<file path="src/rtl/vga_beat_scheduler.sv">
// Beat scheduler for the VGA face renderer: turns a BPM estimate into a beat
// period, then advances the face and flashes a filter, committing only at frame ends.
module vga_beat_scheduler #(
  parameter int CLK_HZ       = 50_000_000,
  parameter int BPM_MIN      = 30,
  parameter int BPM_MAX      = 300,
  parameter int FLASH_FRAMES = 4
) (
  input  logic        clk,
  input  logic        reset_n,
  input  logic [15:0] bpm,
  input  logic        bpm_valid,
  input  logic        auto_cycle,
  input  logic [1:0]  face_manual,
  input  logic [1:0]  filter_mode,
  input  logic        vid_valid,
  input  logic        vid_ready,
  input  logic        vid_eop,
  output logic [1:0]  face_select,
  output logic [3:0]  filter_select,
  output logic        beat_pulse,
  output logic        period_valid,
  output logic        div_busy
);

  localparam logic [31:0] NUMER      = 32'(longint'(CLK_HZ) * 64'd60);
  localparam logic [15:0] BPM_LO     = 16'(BPM_MIN);
  localparam logic [15:0] BPM_HI     = 16'(BPM_MAX);
  localparam logic [3:0]  FLASH_LAST = 4'(FLASH_FRAMES - 1);

  typedef enum logic [1:0] {
    D_IDLE = 2'd0,
    D_BUSY = 2'd1,
    D_DONE = 2'd2
  } div_state_t;

  div_state_t  div_state_q, div_state_d;
  logic [4:0]  bit_cnt_q;
  logic [15:0] bpm_lat_q, pend_bpm_q;
  logic        pend_vld_q;
  logic [15:0] divisor_q, rem_q;
  logic [31:0] quo_q;
  logic        period_valid_q;
  logic [31:0] period_q, beat_cnt_q;
  logic [1:0]  pending_face_q, face_q;
  logic        flash_req_q;
  logic [3:0]  frames_left_q, filter_q;

  logic        bpm_in_range, bpm_reject, bpm_accept;
  logic        div_start, div_done;
  logic [15:0] div_src;
  logic [16:0] trial;
  logic        trial_ge;
  logic [15:0] trial_diff;
  logic        beat, commit;

  assign bpm_in_range = (bpm >= BPM_LO) && (bpm <= BPM_HI);
  assign bpm_reject   = bpm_valid && !bpm_in_range;
  assign bpm_accept   = bpm_valid && bpm_in_range && (bpm != bpm_lat_q);

  // Intake / divider control
  always_comb begin
    div_state_d = div_state_q;
    div_start   = 1'b0;
    div_done    = 1'b0;
    div_src     = bpm_accept ? bpm : pend_bpm_q;
    case (div_state_q)
      D_IDLE: begin
        if (!bpm_reject && (bpm_accept || pend_vld_q)) begin
          div_start   = 1'b1;
          div_state_d = D_BUSY;
        end
      end
      D_BUSY: begin
        if (bpm_reject)
          div_state_d = D_IDLE;
        else if (bit_cnt_q == 5'd31)
          div_state_d = D_DONE;
      end
      D_DONE: begin
        div_done    = !bpm_reject;
        div_state_d = D_IDLE;
      end
      default: div_state_d = D_IDLE;
    endcase
  end

  always_ff @(posedge clk or negedge reset_n) begin
    if (!reset_n) div_state_q <= D_IDLE;
    else          div_state_q <= div_state_d;
  end

  always_ff @(posedge clk or negedge reset_n) begin
    if (!reset_n) begin
      bit_cnt_q  <= '0;
      bpm_lat_q  <= '0;
      pend_vld_q <= 1'b0;
      pend_bpm_q <= '0;
    end else begin
      if (div_start)
        bit_cnt_q <= '0;
      else if (div_state_q == D_BUSY)
        bit_cnt_q <= bit_cnt_q + 5'd1;
      if (bpm_reject)
        bpm_lat_q <= '0;
      else if (bpm_accept)
        bpm_lat_q <= bpm;
      // A value arriving while a division is in flight waits in the slot; newest wins.
      if (bpm_reject || div_start)
        pend_vld_q <= 1'b0;
      else if (bpm_accept) begin
        pend_vld_q <= 1'b1;
        pend_bpm_q <= bpm;
      end
    end
  end

  // Restoring division datapath, one quotient bit per cycle
  assign trial      = {rem_q, quo_q[31]};
  assign trial_ge   = trial >= {1'b0, divisor_q};
  assign trial_diff = trial[15:0] - divisor_q;

  always_ff @(posedge clk) begin
    if (div_start) begin
      divisor_q <= div_src;
      rem_q     <= '0;
      quo_q     <= NUMER;
    end else if (div_state_q == D_BUSY) begin
      rem_q <= trial_ge ? trial_diff : trial[15:0];
      quo_q <= {quo_q[30:0], trial_ge};
    end
  end

  // Beat timer; a new period only takes effect at the next reload
  assign beat = period_valid_q && (beat_cnt_q == '0);

  always_ff @(posedge clk or negedge reset_n) begin
    if (!reset_n) begin
      period_valid_q <= 1'b0;
      period_q       <= '0;
      beat_cnt_q     <= '0;
    end else if (bpm_reject) begin
      period_valid_q <= 1'b0;
      beat_cnt_q     <= '0;
    end else begin
      if (div_done) begin
        period_q <= quo_q;
        if (!period_valid_q) begin
          period_valid_q <= 1'b1;
          beat_cnt_q     <= quo_q - 32'd1;
        end
      end
      if (period_valid_q) begin
        if (beat_cnt_q == '0)
          beat_cnt_q <= period_q - 32'd1;
        else
          beat_cnt_q <= beat_cnt_q - 32'd1;
      end
    end
  end

  // Frame-boundary commit of face and flash filter
  assign commit = vid_valid && vid_ready && vid_eop;

  always_ff @(posedge clk or negedge reset_n) begin
    if (!reset_n) begin
      pending_face_q <= '0;
      face_q         <= '0;
      flash_req_q    <= 1'b0;
      frames_left_q  <= '0;
      filter_q       <= '0;
    end else begin
      if (!auto_cycle)
        pending_face_q <= face_manual;
      else if (beat)
        pending_face_q <= (pending_face_q == 2'd2) ? 2'd0 : pending_face_q + 2'd1;
      if (beat)
        flash_req_q <= 1'b1;
      else if (commit)
        flash_req_q <= 1'b0;
      if (commit) begin
        face_q <= pending_face_q;
        if (flash_req_q) begin
          filter_q      <= 4'b0001 << filter_mode;
          frames_left_q <= FLASH_LAST;
        end else if (frames_left_q != '0)
          frames_left_q <= frames_left_q - 4'd1;
        else
          filter_q <= '0;
      end
    end
  end

  assign face_select   = face_q;
  assign filter_select = filter_q;
  assign beat_pulse    = beat;
  assign period_valid  = period_valid_q;
  assign div_busy      = (div_state_q == D_BUSY);

endmodule

</file>
<file path="config.mk">
export PLATFORM = sky130hd
export DESIGN_NAME = vga_beat_scheduler
export DESIGN_NICKNAME = d
export VERILOG_FILES = /design/src/rtl/vga_beat_scheduler.sv
export SDC_FILE = /design/constraint.sdc
export NUM_CORES = 1
export LEC_CHECK = 0
export CAP_MARGIN = 20
export CORE_ASPECT_RATIO = 0.9
export CORE_MARGIN = 8
export CORE_UTILIZATION = 30
export DETAILED_ROUTE_END_ITERATION = 7
export GPL_TIMING_DRIVEN = 0
export MAX_ROUTING_LAYER = met4
export SLEW_MARGIN = 25
export SYNTH_ARGS = -nofsm -noshare
export SYNTH_HDL_FRONTEND = slang
export SYNTH_SLANG_ARGS = --single-unit
</file>
<file path="constraint.sdc">
create_clock -name clk -period 3.6 [get_ports clk]
set_input_delay 0.72 -clock clk [delete_from_list [all_inputs] [get_ports clk]]
set_output_delay 0.72 -clock clk [all_outputs]
set_load 0.1 [all_outputs]
</file>
==> run summary, run 1 <==
• **status** completed
• **post-synthesis instance area** 9170 um2
• **count of standard-cell rows** 60
• **Most used DFF post-synth** sky130_fd_sc_hd__dfrtp_1
• **die extent in x** 200 um
• **iteration-0 DRC count of the detailed router** 538
• **Layout Area Growth over Synthesis** 16.2%
• **flops & latches, synth** 182
• **power density over the cells** 451 nW/um2
• **total via count in the routed design** 7246
• **initial core utilization** 30.5%
• **Max-cap violations** 0
• **pin count of the biggest net entering global routing** 75
• **cell repeated most along the worst path** sky130_fd_sc_hd__o21ai_1
• **H-tree levels** 4
• **weighted congestion reported at the end of routability-driven placement** 0.845
• **CTS Root Buffer Type** sky130_fd_sc_hd__clkbuf_16
• **source-to-sink clock delay at the later pin of the worst-skew pair** 0.43 ns
• **count of pins on the block boundary** 36
• **final setup violation count** 0
• **largest delay contributor family on the critical path** buffers and inverters
• **Clock Sink Count** 182
• **post-synth top area cell** sky130_fd_sc_hd__dfrtp_1
• **top post-synthesis cells by area** sky130_fd_sc_hd__dfrtp_1 (32%), sky130_fd_sc_hd__dfxtp_1 (10%), sky130_fd_sc_hd__mux2_2 (6.3%), sky130_fd_sc_hd__edfxtp_1 (5.2%), sky130_fd_sc_hd__a21oi_1 (4.0%)
• **xor and xnor area share after synthesis** 4.49%
• **Setup crit start kind** primary input
• **combined buffer and inverter count along the critical path** 3
• **highest clock frequency the design can meet** 0.290 GHz
• **dominant combinational cell family by area after synthesis** compound AO/OA/AOI/OAI gates
• **die area** 36400 um2
• **required time of the critical path** 3.68 ns
• **Final Max Slew Viols** 0
• **overall power of the completed layout** 4.81 mW
• **number of instances in the synthesized netlist** 936
• **static leakage** 4.69 nW
• **diode count** 0
• **clock tree from TritonCTS** done
• **EDFF count, synth** 16
• **wire length after detailed routing** 23800 um
• **nets in the synthesized netlist** 985
• **Post-synth ARST share** 64.8%
• **Die Height** 182 um
• **Reg clk slew, reported paths** 0.07 ns
• **final hold vios** 0
• **number of clock buffers inserted by TritonCTS** 17
• **vias in the first global route** 7137
• **number of nets in the finished design** 1039
• **placed wire-length estimate after detailed placement** 16600 um
• **slowest cell on the critical path** sky130_fd_sc_hd__nor4_4
• **Critical Path Fanout Max** 25
• **count of yosys warnings during synthesis** 0
• **vias per cell** 5.15
• **area of the core region** 30000 um2
• **Final Skew** 0.0132 ns
• **ratio of final minimum period to clock period** 95.9%
• **transition at the pin with the smallest max-transition slack** 0.978 ns
• **simple-gate share of the synthesized area** 16.2%
• **fraction of the mapped netlist area in compound gates** 17.7%
• **count of unique library cells instantiated by Yosys** 62
• **average size of a mapped cell** 9.80 um2
• **placement-stage cell area** 10100 um2
• **global routing usage summed across all routing layers** 13.3%
• **fillcell total** 3050
• **count of nets left with antenna violations after detail routing** 0
• **layout cells sized above 1** 13.0%
• **proportion of synthesized area in mux cells** 6.70%
• **final sum of negative setup slack** 0 ns
• **IR drop worst, VDD** 0.431 mV
• **count of unresolved DRC violations after routing** 0
• **unrepaired setup endpoints after global routing** no
• **count of buffers inserted at the top-level ports** 35
• **antenna violations before repair** 0
• **per-cell routed wire length** 17.0 um
• **maximum clock insertion buffer count** 2
• **type of the setup path with the least slack** in2reg
• **Post-Layout Inst Area** 10700 um2
• **clock period minus worst slack** 3.45 ns
• **critical path's largest stage delay** 0.64 ns
• **reg-to-reg setup timing slack** 0.23 ns
• **list of cells traversed by the critical path** clkdlybuf4s50_1 -> o211a_1 -> o21ai_1 -> a31oi_1 -> nor4_4 -> o21ai_1 -> nand2b_1 -> clkinv_1 -> clkbuf_4
• **type of destination of the critical path** flip-flop
• **router iterations before antenna repair** 5
• **sum of overflow across all layers after global routing** 0
• **Min-Delay Path Class** in2async
• **adder and majority cell fraction of the synthesized area** 3.08%
• **wire length of the first global-routing pass** 38800 um
• **Arrival @ worst endpoint** 3.54 ns
• **proportion of synthesized chip area in sequential cells** 47.9%
• **postcts setup bufs** 0
• **fraction of synthesized cell area taken by the top area cell type** 32.2%
• **worst slew slack as a fraction of its limit** 34.6%
-- cells in the mapped netlist (3+ instances only) --
cell and n:
sky130_fd_sc_hd__a31oi_1 12, sky130_fd_sc_hd__o21bai_1 12, sky130_fd_sc_hd__xnor2_1 34, sky130_fd_sc_hd__a311oi_1 22
sky130_fd_sc_hd__xor2_1 13, sky130_fd_sc_hd__inv_1 30, sky130_fd_sc_hd__o31ai_1 4, sky130_fd_sc_hd__and3_1 9
sky130_fd_sc_hd__nand2_1 82, sky130_fd_sc_hd__nand2b_1 5, sky130_fd_sc_hd__ha_1 21, sky130_fd_sc_hd__and2_1 8
sky130_fd_sc_hd__o21bai_2 10, sky130_fd_sc_hd__mux2i_1 4, sky130_fd_sc_hd__or3_1 4, sky130_fd_sc_hd__or2_2 3
sky130_fd_sc_hd__nand3_1 19, sky130_fd_sc_hd__edfxtp_1 16, sky130_fd_sc_hd__clkbuf_1 36, sky130_fd_sc_hd__nor2b_1 22
sky130_fd_sc_hd__a21oi_1 74, sky130_fd_sc_hd__nor3_1 11, sky130_fd_sc_hd__buf_6 6, sky130_fd_sc_hd__dfrtp_1 118
sky130_fd_sc_hd__buf_1 4, sky130_fd_sc_hd__dfxtp_1 48, sky130_fd_sc_hd__nor4_1 14, sky130_fd_sc_hd__a211oi_1 15
sky130_fd_sc_hd__a21o_1 9, sky130_fd_sc_hd__nand4_2 3, sky130_fd_sc_hd__nor2_1 84, sky130_fd_sc_hd__nand4_1 14
sky130_fd_sc_hd__buf_2 5, sky130_fd_sc_hd__a22o_1 13, sky130_fd_sc_hd__mux2_2 51, sky130_fd_sc_hd__o21ai_0 68
-- registers in the layout (all words and copies together) (netlist names) --
name	cells
pend_vld_q	1
period_valid	1
pend_bpm_q	16
quo_q	32
div_state_q	2
face_select	2
period_q	32
bpm_lat_q	16
rem_q	16
flash_req_q	1
beat_cnt_q	32
pending_face_q	2
frames_left_q	4
divisor_q	16
filter_select	4
bit_cnt_q	5
-- logic make-up after synthesis --
kind of cell / count (synthesis)
xor gates and xnor gates: 47
adders and majority gates: 22
and+or+nand+nor: 294
muxes: 55
DFF: 182
buffers and inverters: 82
AOI/OAI and AO/OA: 254
-- worst reg2reg max path, stage by stage, from the launching register on --
cell and delay (ns):
sky130_fd_sc_hd__dfrtp_1 0.39, sky130_fd_sc_hd__nor4_1 0.09, sky130_fd_sc_hd__and4_1 0.21, sky130_fd_sc_hd__buf_6 0.13, sky130_fd_sc_hd__buf_6 0.14, sky130_fd_sc_hd__a311oi_1 0.24, sky130_fd_sc_hd__o21bai_1 0.23, sky130_fd_sc_hd__ha_1 0.30
sky130_fd_sc_hd__nand4_2 0.23, sky130_fd_sc_hd__nor4b_2 0.74, sky130_fd_sc_hd__nand3_1 0.22, sky130_fd_sc_hd__xnor2_1 0.21, sky130_fd_sc_hd__a21oi_1 0.09
-- timing repair --
action	4_1_cts	5_1_grt
endpoints found under the hold margin	0	0
setup endpoints to repair	28	26
resized for setup	12	12
hold buffers	0	0
pin swaps	0	0
-- area by class of cell --
class / instances / area (um2) / area share, %
Multi-Input combinational cell: 672 / 4450 / 41.7
Sequential cell: 182 / 4390 / 41.2
Tap cell: 403 / 504 / 4.73
Clock buffer: 22 / 495 / 4.65
Timing Repair Buffer: 36 / 375 / 3.52
Buffer: 50 / 246 / 2.31
Inverter: 31 / 116 / 1.09
Clock inverter: 10 / 82.6 / 0.774
-- metal layers --
| metal | share of wire (%) | up-vias | track usage (%) | wire length (um) |
|---|---|---|---|---|
| li1 | - | 3462 | - | - |
| met1 | 48 | 3572 | 18.0 | 11500 |
| met2 | 46 | 181 | 20.9 | 10900 |
| met3 | 4.6 | 31 | 1.55 | 1100 |
| met4 | 1.6 | 0 | 3.97 | 376 |
| met5 | 0 | - | - | 0 |
-- final timing paths --
check                                           from  depth (start not counted)                             to
max                                           bpm[1]                          9         divisor_q[9]$_DFFE_PP_
min                                          reset_n                          1  pending_face_q[0]$_DFFE_PN0P_
max reg2reg                beat_cnt_q[5]$_DFFE_PN0P_                         12     beat_cnt_q[20]$_DFFE_PN0P_
min reg2reg                   rem_q[15]$_SDFFE_PP0P_                          2         rem_q[15]$_SDFFE_PP0P_
max in group asynchronous                    reset_n                          2       period_q[23]$_DFFE_PN0P_
min in group clk              rem_q[15]$_SDFFE_PP0P_                          2         rem_q[15]$_SDFFE_PP0P_
-- metrics by stage --
stage	hold slack (ns)	setup slack [ns]	instances	utilization (%)
2_1_floorplan	0.418	0.00180	936	-
3_3_place_gp	0.443	-3.16	1374	33.4
3_5_place_dp	0.448	-0.630	1375	33.5
4_1_cts	0.167	0.00563	1406	35.4
5_1_grt	0.193	0.00808	1406	35.5
6_report	0.168	0.149	1406	35.5
-- layout by cell type, fill, tap and decap left out, types with 5 or more instances in the layout --
master / synthesis / final
sky130_fd_sc_hd__dfrtp_1: 118 / 118
sky130_fd_sc_hd__nor2_1: 84 / 83
sky130_fd_sc_hd__nand2_1: 82 / 81
sky130_fd_sc_hd__a21oi_1: 74 / 74
sky130_fd_sc_hd__o21ai_0: 68 / 67
sky130_fd_sc_hd__mux2_2: 51 / 51
sky130_fd_sc_hd__dfxtp_1: 48 / 48
sky130_fd_sc_hd__xnor2_1: 34 / 34
sky130_fd_sc_hd__clkbuf_1: 36 / 32
sky130_fd_sc_hd__clkdlybuf4s50_1: 0 / 32
sky130_fd_sc_hd__inv_1: 30 / 30
sky130_fd_sc_hd__a311oi_1: 22 / 22
sky130_fd_sc_hd__nor2b_1: 22 / 22
sky130_fd_sc_hd__ha_1: 21 / 21
sky130_fd_sc_hd__nand3_1: 19 / 19
sky130_fd_sc_hd__clkbuf_16: 0 / 18
sky130_fd_sc_hd__edfxtp_1: 16 / 16
sky130_fd_sc_hd__a211oi_1: 15 / 15
sky130_fd_sc_hd__nand4_1: 14 / 14
sky130_fd_sc_hd__xor2_1: 13 / 13
sky130_fd_sc_hd__a22o_1: 13 / 13
sky130_fd_sc_hd__nor4_1: 14 / 12
sky130_fd_sc_hd__o21bai_1: 12 / 12
sky130_fd_sc_hd__a31oi_1: 12 / 12
sky130_fd_sc_hd__nor3_1: 11 / 11
sky130_fd_sc_hd__o21bai_2: 10 / 10
sky130_fd_sc_hd__and3_1: 9 / 9
sky130_fd_sc_hd__a21o_1: 9 / 9
sky130_fd_sc_hd__and2_1: 8 / 8
sky130_fd_sc_hd__buf_2: 5 / 6
sky130_fd_sc_hd__buf_6: 6 / 6
sky130_fd_sc_hd__inv_6: 0 / 6
sky130_fd_sc_hd__nand2b_1: 5 / 5
-- report_power, final --
| part | switching [mW] | internal, mW | leakage, nW | total (mW) |
|---|---|---|---|---|
| registers | 0.104 | 2.18 | 2.13 | 2.28 |
| logic | 0.400 | 0.268 | 2.27 | 0.669 |
| clock network | 0.853 | 1.00 | 0.290 | 1.85 |
| total | 1.36 | 3.45 | 4.69 | 4.81 |
Note: power is estimated with default switching activity, not from simulation.
==> run 2: changes to the inputs <==
--- a/config.mk
+++ b/config.mk
@@ -12,6 +12,7 @@
 export DETAILED_ROUTE_END_ITERATION = 7
 export GPL_TIMING_DRIVEN = 0
 export MAX_ROUTING_LAYER = met4
+export RECOVER_POWER = 50
 export SLEW_MARGIN = 25
 export SYNTH_ARGS = -nofsm -noshare
 export SYNTH_HDL_FRONTEND = slang
==> constraint.sdc (replaced) <==
create_clock -name clk -period 2.9 [get_ports clk]
set_input_delay 0.58 -clock clk [delete_from_list [all_inputs] [get_ports clk]]
set_output_delay 0.58 -clock clk [all_outputs]
set_load 0.1 [all_outputs]
==> run 2 against run 1 <==
- the flow now finishes with violations (negative setup slack)
- critical endpoint is now beat_cnt_q[25]$_DFFE_PN0P_
- clock skew about the same
- sequential share of layout area decreased by 2.9 points
- total power increased by 25%
- sequential cell count unchanged
- count of clock-buffer cells in the layout decreased by 5
- final cell count increased by 3.0%
- setup slack got worse by 0.20 ns
==> run summary, run 2 (same netlist as run 1, synthesis figures left out) <==
• **status** complete, but fails checks, was completed
• **violated checks** negative setup slack
• **Layout Area Growth over Synthesis** 25.3%, was 16.2%
• **pin count of the biggest net entering global routing** 67, was 75
• **Hold WS** 0.461 ns, was 0.168 ns
• **weighted congestion reported at the end of routability-driven placement** 0.822, was 0.845
• **Die Height** 182 um, unchanged
• **worst slew slack as a fraction of its limit** 3.94%, was 34.6%
• **overall power of the completed layout** 6.03 mW, was 4.81 mW
• **Final Skew** 0.0135 ns, was 0.0132 ns
• **type of destination of the critical path** flip-flop, unchanged
• **required time of the critical path** 3.25 ns, was 3.68 ns
• **count of pins on the block boundary** 36, unchanged
• **power density over the cells** 525 nW/um2, was 451 nW/um2
• **ratio of final minimum period to clock period** 102%
• **CTS Root Buffer Type** sky130_fd_sc_hd__clkbuf_16, unchanged
• **H-tree levels** 4, unchanged
• **hold-fix buffer count after cts** 0, unchanged
• **Min-Delay Path Class** reg2reg, was in2async
• **type of the setup path with the least slack** reg2reg, was in2reg
• **static leakage** 5.10 nW, was 4.69 nW
• **initial core utilization** 30.5%, unchanged
• **count of nets left with antenna violations after detail routing** 0, unchanged
• **most frequent standard cell in the layout excluding fill and tap cells** sky130_fd_sc_hd__dfrtp_1, unchanged
• **Setup crit start kind** flip-flop, was primary input
• **most frequent cells in the layout** sky130_fd_sc_hd__dfrtp_1 (117), sky130_fd_sc_hd__nor2_1 (82), sky130_fd_sc_hd__nand2_1 (81), was sky130_fd_sc_hd__dfrtp_1 (118), sky130_fd_sc_hd__nor2_1 (83), sky130_fd_sc_hd__nand2_1 (81)
• **die area** 36400 um2, unchanged
• **iteration-0 DRC count of the detailed router** 451, was 538
• **maximum clock insertion buffer count** 2, unchanged
• **number of nets in the finished design** 1081, was 1039
• **global routing usage summed across all routing layers** 13.7%, was 13.3%
• **area of the core region** 30000 um2, unchanged
• **vias in the first global route** 7393, was 7137
• **placement-stage cell area** 10100 um2, about the same
• **wire length of the first global-routing pass** 40000 um, was 38800 um
• **final setup violation count** 2, was 0
• **number of clock buffers inserted by TritonCTS** 17, unchanged
• **Final Max Slew Viols** 0, unchanged
• **Reg clk slew, reported paths** 0.08 ns, was 0.07 ns
• **IR drop worst, VDD** 0.425 mV, was 0.431 mV
• **Critical Path Fanout Max** 10, was 25
• **placed wire-length estimate after detailed placement** 16800 um, was 16600 um
• **count of buffers inserted at the top-level ports** 35, unchanged
• **count of unresolved DRC violations after routing** 0, unchanged
• **unrepaired setup endpoints after global routing** yes, was no
• **highest clock frequency the design can meet** 0.339 GHz
• **vias per cell** 5.17, was 5.15
• **clock tree from TritonCTS** done, unchanged
• **Arrival @ worst endpoint** 3.30 ns, was 3.54 ns
• **largest registers** beat_cnt_q: 32 flops, period_q: 32 flops, quo_q: 32 flops, unchanged
• **Clock Sink Count** 182, unchanged
• **antenna violations before repair** 0, unchanged
• **total via count in the routed design** 7482, was 7246
• **per-cell routed wire length** 17.1 um, was 17.0 um
• **Post-Layout Inst Area** 11500 um2, was 10700 um2
• **transition at the pin with the smallest max-transition slack** 1.44 ns, was 0.978 ns
• **final hold vios** 0, unchanged
• **sum of overflow across all layers after global routing** 0, unchanged
• **source-to-sink clock delay at the later pin of the worst-skew pair** 0.44 ns, was 0.43 ns
• **wire length after detailed routing** 24800 um, was 23800 um
• **die extent in x** 200 um, unchanged
• **diode count** 0, unchanged
• **Max-cap violations** 0, unchanged
• **clock period minus worst slack** 2.95 ns
• **count of standard-cell rows** 60, unchanged
• **layout cells sized above 1** 21.6%, was 13.0%
• **final setup slack of the worst path** -0.0484 ns, was 0.149 ns
• **router iterations before antenna repair** 5, unchanged
[run 2: cell count changes in the layout (fill, tap and decap cells not counted), moves of 7 or more]
| cell | previous run | this run |
|---|---|---|
| sky130_fd_sc_hd__buf_4 | 1 | 38 |
| sky130_fd_sc_hd__clkbuf_1 | 32 | 23 |
| sky130_fd_sc_hd__o21bai_4 | 0 | 8 |
| sky130_fd_sc_hd__a311oi_1 | 22 | 15 |
| sky130_fd_sc_hd__a311oi_2 | 0 | 7 |
| sky130_fd_sc_hd__o21bai_1 | 12 | 5 |
[run 2: routing by layer]
layer  track usage [%]  wire length [um]  vias to the layer above
met1              18.0             11900                     3756
met4              3.82               304                        0
li1                  -                 -                     3560
met5                 -                 0                        -
met3              1.74               726                       20
met2              22.0             11900                      146
[run 2: worst paths after layout]
check	startpoint	to	slack, ns	cells past startpoint
hold reg to reg	rem_q[15]$_SDFFE_PP0P_	rem_q[15]$_SDFFE_PP0P_	0.46	2
max in group asynchronous	reset_n	period_valid$_DFFE_PN0P_	0.58	2
setup / recovery	beat_cnt_q[15]$_DFFE_PN0P_	beat_cnt_q[25]$_DFFE_PN0P_	-0.05	12
min in group asynchronous	reset_n	filter_select[0]$_DFFE_PN0P_	0.47	1
setup reg to reg	beat_cnt_q[15]$_DFFE_PN0P_	beat_cnt_q[25]$_DFFE_PN0P_	-0.05	12
hold / removal	rem_q[15]$_SDFFE_PP0P_	rem_q[15]$_SDFFE_PP0P_	0.46	2
[run 2: area by class of cell]
type | instances | area, um2
Fill cell | 2986 | 18500
Inverter | 31 | 123
Clock inverter | 15 | 134
Tap cell | 403 | 504
Clock buffer | 17 | 425
Sequential cell | 182 | 4400
Buffer | 50 | 334
Multi-Input combinational cell | 672 | 4820
Timing Repair Buffer | 78 | 752
[run 2: worst max-delay path: stages (launching register included)]
cell and delay (ns):
sky130_fd_sc_hd__dfrtp_1 0.44, sky130_fd_sc_hd__nor4_1 0.06, sky130_fd_sc_hd__and4_1 0.21, sky130_fd_sc_hd__buf_6 0.14
sky130_fd_sc_hd__buf_6 0.15, sky130_fd_sc_hd__a311oi_1 0.31, sky130_fd_sc_hd__o21bai_4 0.23, sky130_fd_sc_hd__nand3_2 0.14
sky130_fd_sc_hd__nor4_4 0.26, sky130_fd_sc_hd__buf_4 0.18, sky130_fd_sc_hd__nand3_2 0.11, sky130_fd_sc_hd__or3_1 0.36
sky130_fd_sc_hd__a311oi_1 0.26
[run 2: timing repair]
action	4_1_cts	5_1_grt
gates cloned	0	1
resized for setup	58	80
buffers inserted	11	30
pin swaps	6	27
endpoints found under the setup margin	157	117
[run 2: power by group]
group | total, mW | leakage, nW | internal, mW | switching, mW
sequential | 2.85 | 2.13 | 2.71 | 0.141
clock | 2.27 | 0.274 | 1.14 | 1.13
combinational | 0.912 | 2.70 | 0.379 | 0.533
[run 2: stage by stage]
step	TNS [ns]	setup WS [ns]	instances	utilization [%]
6_report	-0.0653	-0.0484	1448	38.3
5_1_grt	-0.704	-0.138	1448	38.3
4_1_cts	-0.0484	-0.0484	1417	36.2
3_5_place_dp	-115.97	-1.21	1375	33.5
3_3_place_gp	-548.00	-4.55	1374	33.4
2_1_floorplan	0	0.0390	936	-
